## src/rtl/mux_arb.sv

```systemverilog
// rtl/mux_arb.sv - two-requester round-robin arbiter with a registered, backpressured output stage
// Optional tie-burst mode is enabled with `define MUX_ARB_BURST_EN.
module mux_arb #(
    parameter int DATA_WIDTH = 32,
    parameter int BURST_LEN  = 4
) (
    input  logic                  clk,
    input  logic                  rst,
    input  logic                  a_valid,
    input  logic [DATA_WIDTH-1:0] DataA,
    output logic                  a_ready,
    input  logic                  b_valid,
    input  logic [DATA_WIDTH-1:0] DataB,
    output logic                  b_ready,
    output logic                  selectBranch,
    output logic                  out_valid,
    input  logic                  out_ready,
    output logic [DATA_WIDTH-1:0] result
);

    typedef enum logic [1:0] {
        IDLE   = 2'd0,
        HOLD_A = 2'd1,
        HOLD_B = 2'd2
    } state_t;

    state_t                r_state;
    state_t                w_state_next;
    logic [DATA_WIDTH-1:0] r_result;
    logic                  r_sel;
    logic                  r_last;
    logic                  w_load;
    logic                  w_any_valid;
    logic                  w_win;
    logic                  w_tie_win;
    logic                  w_accept;

`ifdef MUX_ARB_BURST_EN
    logic [3:0] r_burst_cnt;

    // A zero count means nothing has been accepted since reset, so the tie goes away from r_last.
    assign w_tie_win = ((r_burst_cnt != 4'd0) && (r_burst_cnt < 4'(BURST_LEN))) ? r_last : ~r_last;

    always_ff @(posedge clk) begin
        if (rst) begin
            r_burst_cnt <= 4'd0;
        end else if (w_accept) begin
            if ((w_win != r_last) || (r_burst_cnt == 4'd0)) begin
                r_burst_cnt <= 4'd1;
            end else if (r_burst_cnt != 4'hF) begin
                r_burst_cnt <= r_burst_cnt + 4'd1;
            end
        end
    end
`else
    logic w_unused_burst_len;

    assign w_unused_burst_len = (BURST_LEN != 0);
    assign w_tie_win          = ~r_last;
`endif

    assign out_valid    = (r_state != IDLE);
    assign selectBranch = r_sel;
    assign result       = r_result;

    assign w_load      = !out_valid || out_ready;
    assign w_any_valid = a_valid || b_valid;
    assign w_accept    = !rst && w_load && w_any_valid;
    assign a_ready     = w_accept && !w_win;
    assign b_ready     = w_accept && w_win;

    // Winner encoding matches selectBranch: 0 = A, 1 = B.
    always_comb begin
        w_win = 1'b0;
        if (a_valid && b_valid) begin
            w_win = w_tie_win;
        end else begin
            w_win = b_valid;
        end
    end

    always_comb begin
        w_state_next = r_state;
        case (r_state)
            IDLE: begin
                if (w_accept) begin
                    w_state_next = w_win ? HOLD_B : HOLD_A;
                end
            end
            HOLD_A, HOLD_B: begin
                if (w_accept) begin
                    w_state_next = w_win ? HOLD_B : HOLD_A;
                end else if (out_ready) begin
                    w_state_next = IDLE;
                end
            end
            default: w_state_next = IDLE;
        endcase
    end

    always_ff @(posedge clk) begin
        if (rst) begin
            r_state  <= IDLE;
            r_result <= '0;
            r_sel    <= 1'b0;
            r_last   <= 1'b1;
        end else begin
            r_state <= w_state_next;
            if (w_accept) begin
                r_result <= w_win ? DataB : DataA;
                r_sel    <= w_win;
                r_last   <= w_win;
            end
        end
    end

endmodule

```

## config.mk

```make
export PLATFORM = sky130hd
export DESIGN_NAME = mux_arb
export DESIGN_NICKNAME = d
export VERILOG_FILES = /design/src/rtl/mux_arb.sv
export SDC_FILE = /design/constraint.sdc
export NUM_CORES = 1
export LEC_CHECK = 0
export CORE_ASPECT_RATIO = 0.5
export CORE_MARGIN = 5
export CORE_UTILIZATION = 40
export CTS_CLUSTER_SIZE = 30
export DETAILED_ROUTE_END_ITERATION = 16
export GPL_TIMING_DRIVEN = 1
export PLACE_DENSITY = 0.82
export RECOVER_POWER = 25
export SYNTH_ARGS = -nofsm -noshare
export SYNTH_HDL_FRONTEND = slang
export SYNTH_SLANG_ARGS = --single-unit
```

## constraint.sdc

```tcl
create_clock -name clk -period 5.1 [get_ports clk]
set_clock_uncertainty 0.2 [all_clocks]
set_input_delay 0.765 -clock clk [delete_from_list [all_inputs] [get_ports clk]]
set_output_delay 0.765 -clock clk [all_outputs]
set_load 0.1 [all_outputs]
```

# ---- After elaboration in Yosys (flattened, before gate mapping)
# Cells that the tools add are included.
dict set report word_totals {
  mem_bits_rw 0
  output_inout_bits 36
  register_bits 36
  input_bits 69
  word_cells 30
  latchBits 0
  romBits 0
  memories 0
}
dict set report op_classes {
  mul 0
  n_mux 7
  n_shift 0
  div 0
  eq_ne 4
  bitwise 1
  n_addsub 0
  n_lt_le_gt_ge 0
  reduce_logical 14
}
# operator count
set op_table {}
lappend op_table {{2-to-1 mux 32 bit} 1}
lappend op_table {{2-to-1 mux 2 bit} 4}
lappend op_table {{logical AND 1 bit} 5}
lappend op_table {{case mux 2 bit (2 select lines)} 1}
lappend op_table {{zero test 1 bit} 3}
lappend op_table {{inequality test 3 bit (second input constant)} 1}
lappend op_table {{equality test 2 x 1 -> 1 bit (second input constant)} 1}
lappend op_table {{equality test 2 bit (second input constant)} 1}
lappend op_table {{zero test 2 bit} 1}
lappend op_table {{logical OR 1 bit} 2}
lappend op_table {{inequality test 2 bit (second input constant)} 1}
lappend op_table {{AND reduction 2 bit} 1}
lappend op_table {{nonzero test 2 bit} 1}
lappend op_table {{OR reduction 2 bit} 1}
lappend op_table {{2-to-1 mux 1 bit} 1}
lappend op_table {{NOT 1 bit} 1}

# ---- Depth between registers and ports, before layout
dict set report depth {
  ltp_word 7
  depth_mapped 7
}

# ---- Least setup slack after synthesis
# No wires, ideal clock.
dict set report synth_timing {
  path_kind {input to output}
  from {input rst}
  to {output a_ready}
  n_path_buf 2
  arrival_time_ns 2.524
  cell_stages 5
  setup_slack_ns 1.611
  required_ns 4.135
  cell_sequence {buf_6 o21ba_4 buf_6 nand2_1 nor2_1}
}
dict set report synth_via {
  elab_chain_cells 4
}
# element line_no
set synth_rtl {}
lappend synth_rtl {{from (decl)} 8} ;# input logic rst,
lappend synth_rtl {{zero test 1 bit} 68} ;# assign w_accept = !rst && w_load && w_any_valid;
lappend synth_rtl {{logical AND 1 bit (2 in series)} 68}
lappend synth_rtl {{logical AND 1 bit} 69} ;# assign a_ready = w_accept && !w_win;
lappend synth_rtl {{to (decl)} 11} ;# output logic a_ready,
# No other way between the ends.

# ---- Worst setup path after layout
dict set report layout_timing {
  from {input a_valid}
  to {output b_ready}
}
dict set report layout_via {
  elab_chain_cells 3
}
# element line_no
set layout_rtl {}
lappend layout_rtl {{from (decl)} 9} ;# input logic a_valid,
lappend layout_rtl {{logical AND 1 bit / logical OR 1 bit (equally long branches)} {75, 67}}
lappend layout_rtl {{2-to-1 mux 1 bit / logical AND 1 bit (equally long branches)} {75, 68}}
lappend layout_rtl {{logical AND 1 bit (*)} 70} ;# assign b_ready = w_accept && w_win;
lappend layout_rtl {{to (decl)} 14} ;# output logic b_ready,
# Mark *: on every way between the ends. The rest lies on a longest branch, timed or not.

==> impl_metrics.py <==
metrics = {
    "timing": {
        "slew_headroom_pct": 28.3,
        "fin_setup_tns_ns": 0,
        "tightestPinTransition_ns": 1.07,
        "setup_viol": 0,
        "finalCritPeriodShare_pct": 73.3,
        "fmax_ghz": 0.268,
        "grt_setup_unrepaired": "no",
        "finalHoldViolCount": 0,
        "min_period_ns": 3.74,
        "drv_slew": 0,
    },
    "job": {
        "cap_violations": 0,
    },
    "placed_design": {
        "io_buffers": 104,
        "hpwl_um": 4240,
        "dpl_cell_area_um2": 2900,
        "gp_congestion": 0.756,
    },
    "setup_path": {
        "start_kind": "input port",
        "required_ns": 4.14,
        "worstReg2RegEnd": "result[27]$_SDFFE_PP0P_",
        "cpMaxStageDelayCell": "a21boi_4",
        "startpoint": "a_valid",
        "cp_top_family": "buffers and inverters",
        "reg2reg_depth": 5,
        "critPathMaxFanout": 35,
        "critPathBufInv": 3,
        "cp.depth": 5,
        "endpoint": "b_ready",
        "end_kind": "primary output",
        "worstSetupPathType": "in2out",
        "critPathArrivalTime_ns": 2.77,
        "crit-reg2reg-launch": "r_state[0]$_SDFFE_PP0P_",
        "r2r_slack_ns": 2.88,
        "path_cells": "dlygate4sd3_1 -> a21boi_4 -> nand3_1 -> inv_1 -> buf_4",
        "cpPeakStageDelay_ns": 0.75,
    },
    "drt": {
        "drt-initial-drc-count": 104,
        "vias_per_cell": 5.33,
        "wl_per_cell_um": 15.9,
        "firstDrtPassIters": 4,
        "vias": 1962,
        "routed_wl_um": 5870,
        "drc": 0,
        "drtAntennaViolNets": 0,
    },
    "finish": {
        "multiInputGateArea_um2": 1040,
        "final-seq-area_um2": 721,
        "num_antenna_cells": 0,
        "syn2layout_area_growth_pct": 54.1,
        "drive_gt1_share_pct": 14.9,
        "num-fill-cells": 387,
        "post-route-cell-area_um2": 3000,
        "final_nets": 373,
    },
    "clock_network": {
        "cts_sinks": 36,
        "numCtsBuffers": 5,
        "postCtsSetupBuffers": 0,
        "cts.htree.levels": 2,
        "cts-resized-gates": 0,
        "cts.path.max_buffers": 2,
        "cts_tree": "yes",
        "cts_root_buf": "clkbuf_8",
        "clk_pin_slew_ns": 0.07,
        "cts-hold-fix-buffers": 0,
        "clk_latency_ns": 0.28,
    },
    "yosys": {
        "avgSynthCellArea_um2": 9.17,
        "synth_cell_types": 24,
        "synth_fp_nets": 283,
        "synth_edf_count": 0,
        "syn_inst": 212,
        "synth_fa_ha_area_share_pct": 1.29,
        "synth_top_family_by_area": "compound AO/OA/AOI/OAI gates",
        "synthSimpleGateAreaFrac_pct": 15.0,
        "synth_ff_type": "dfxtp_1",
        "yosys_warnings": 0,
        "synthArstFlopShare_pct": 0,
        "synth_top_area_cell": "dfxtp_1",
        "syn_area_um2": 1940,
        "netlist_top_cells_count": "65 x nand2_1, 36 x dfxtp_1, 35 x a21oi_1",
        "yosysTopAreaCellShare_pct": 37.1,
        "synth_compound_area_share_pct": 37.1,
        "ys_top_cells_by_area": "dfxtp_1 37%, a311oi_2 22%, nand2_1 13%",
        "seq_area_frac_synth_pct": 37.1,
        "synth_most_common_cell": "nand2_1",
        "ys_seq_elements": 36,
        "synthXorXnorAreaFrac_pct": 0,
        "muxShareOfSynthArea_pct": 0,
    },
    "die": {
        "dieArea_um2": 6440,
        "fp.dieW_um": 109,
        "die_y_um": 59.3,
        "rows": 17,
        "core_um2": 4550,
        "num_io_pins": 105,
        "initial_utilization_pct": 42.7,
    },
    "min_path": {
        "hold_path.class": "reg2reg",
        "hold_start": "selectBranch$_SDFFE_PP0P_",
    },
    "global_route": {
        "grt_pass1_wl_um": 9190,
        "grt_usage_pct": 17.8,
        "grt_max_degree": 38,
        "grt-ovfl-total": 0,
        "antenna_found_initial": 0,
        "grt_pass1_vias": 1923,
    },
    "power": {
        "ir_worst_vdd_mv": 0.154,
        "cellLeakagePower_nw": 1.12,
        "power.density_nw_per_um2": 325,
    },
    "outcome": {
        "status": "complete, no violations",
    },
}
-- power breakdown --
| group | total (mW) | switching (mW) | internal (mW) |
|---|---|---|---|
| combinational | 0.432 | 0.300 | 0.132 |
| sequential | 0.324 | 0.0153 | 0.309 |
| clock | 0.218 | 0.0979 | 0.120 |
| total | 0.974 | 0.414 | 0.561 |
-- state kept, by name (all words and copies together) (netlist names) --
name and flops:
selectBranch 1, r_last 1, r_state 2, result 32
-- final cells by class --
type	count	area share, %
Multi-Input combinational cell	150	34.8
Tap cell	66	2.76
Sequential cell	36	24.1
Timing Repair Buffer	105	34.7
Clock buffer	7	3.22
Inverter	4	0.501
-- worst min-delay path by stage --
stage / to / slack, ns / cells past startpoint
6_report: selectBranch$_SDFFE_PP0P_ / 0.29 / 2
5_1_grt: selectBranch$_SDFFE_PP0P_ / 0.31 / 2
4_1_cts: selectBranch$_SDFFE_PP0P_ / 0.29 / 2
3_5_place_dp: selectBranch$_SDFFE_PP0P_ / 0.29 / 2
3_3_place_gp: selectBranch$_SDFFE_PP0P_ / 0.28 / 2
2_1_floorplan: r_state[1]$_SDFFE_PP0P_ / 0.27 / 1
-- placed cells by master (no fill, tap or decap) --
cell and n:
or2_1 1, inv_1 4, or3b_2 2, a21oi_1 35
nor2_4 1, a21bo_1 1, o21bai_1 1, a211o_1 1
ha_1 2, buf_2 1, buf_4 3, nor2_1 2
a21boi_4 1, nand2_1 65, a22o_1 2, clkbuf_8 7
nand3_1 1, clkdlybuf4s50_1 86, a311oi_1 3, o21ai_0 1
nor3_1 1, dfxtp_1 36, dlygate4sd3_1 15, a311oi_2 29
o21ba_4 1
-- metrics by stage --
step	setup slack [ns]	hold WS (ns)	util, %	cells	power (mW)
3_3_place_gp	1.49	0.283	63.7	361	0.761
2_1_floorplan	1.61	0.268	-	212	0.650
3_5_place_dp	1.42	0.285	63.7	361	0.766
4_1_cts	1.41	0.294	65.8	368	0.984
6_report	1.36	0.291	65.8	368	0.974
5_1_grt	1.20	0.308	65.8	368	1.01
-- layer usage --
layer,vias to the layer above,GRT usage [%],part of all wire (%)
met4,0,3.24,1.2
li1,941,-,-
met1,947,19.5,39
met3,9,5.33,5.1
met2,65,34.8,55
met5,-,0,0
-- worst min-delay path: cells and delay by family, from the launching register on --
| kind | cells | cell delay [ns] |
|---|---|---|
| compound gates | 2 | 0.13 |
| flops | 1 | 0.31 |
-- kinds of logic (layout without fill, tap and decap cells) --
logic type,Yosys count,after routing
adders and majority gates,2,2
DFF,36,36
AOI/OAI and AO/OA,75,75
buffers and inverters,26,116
and+or+nand+nor,73,73
Power figures use the tool's default switching activity.
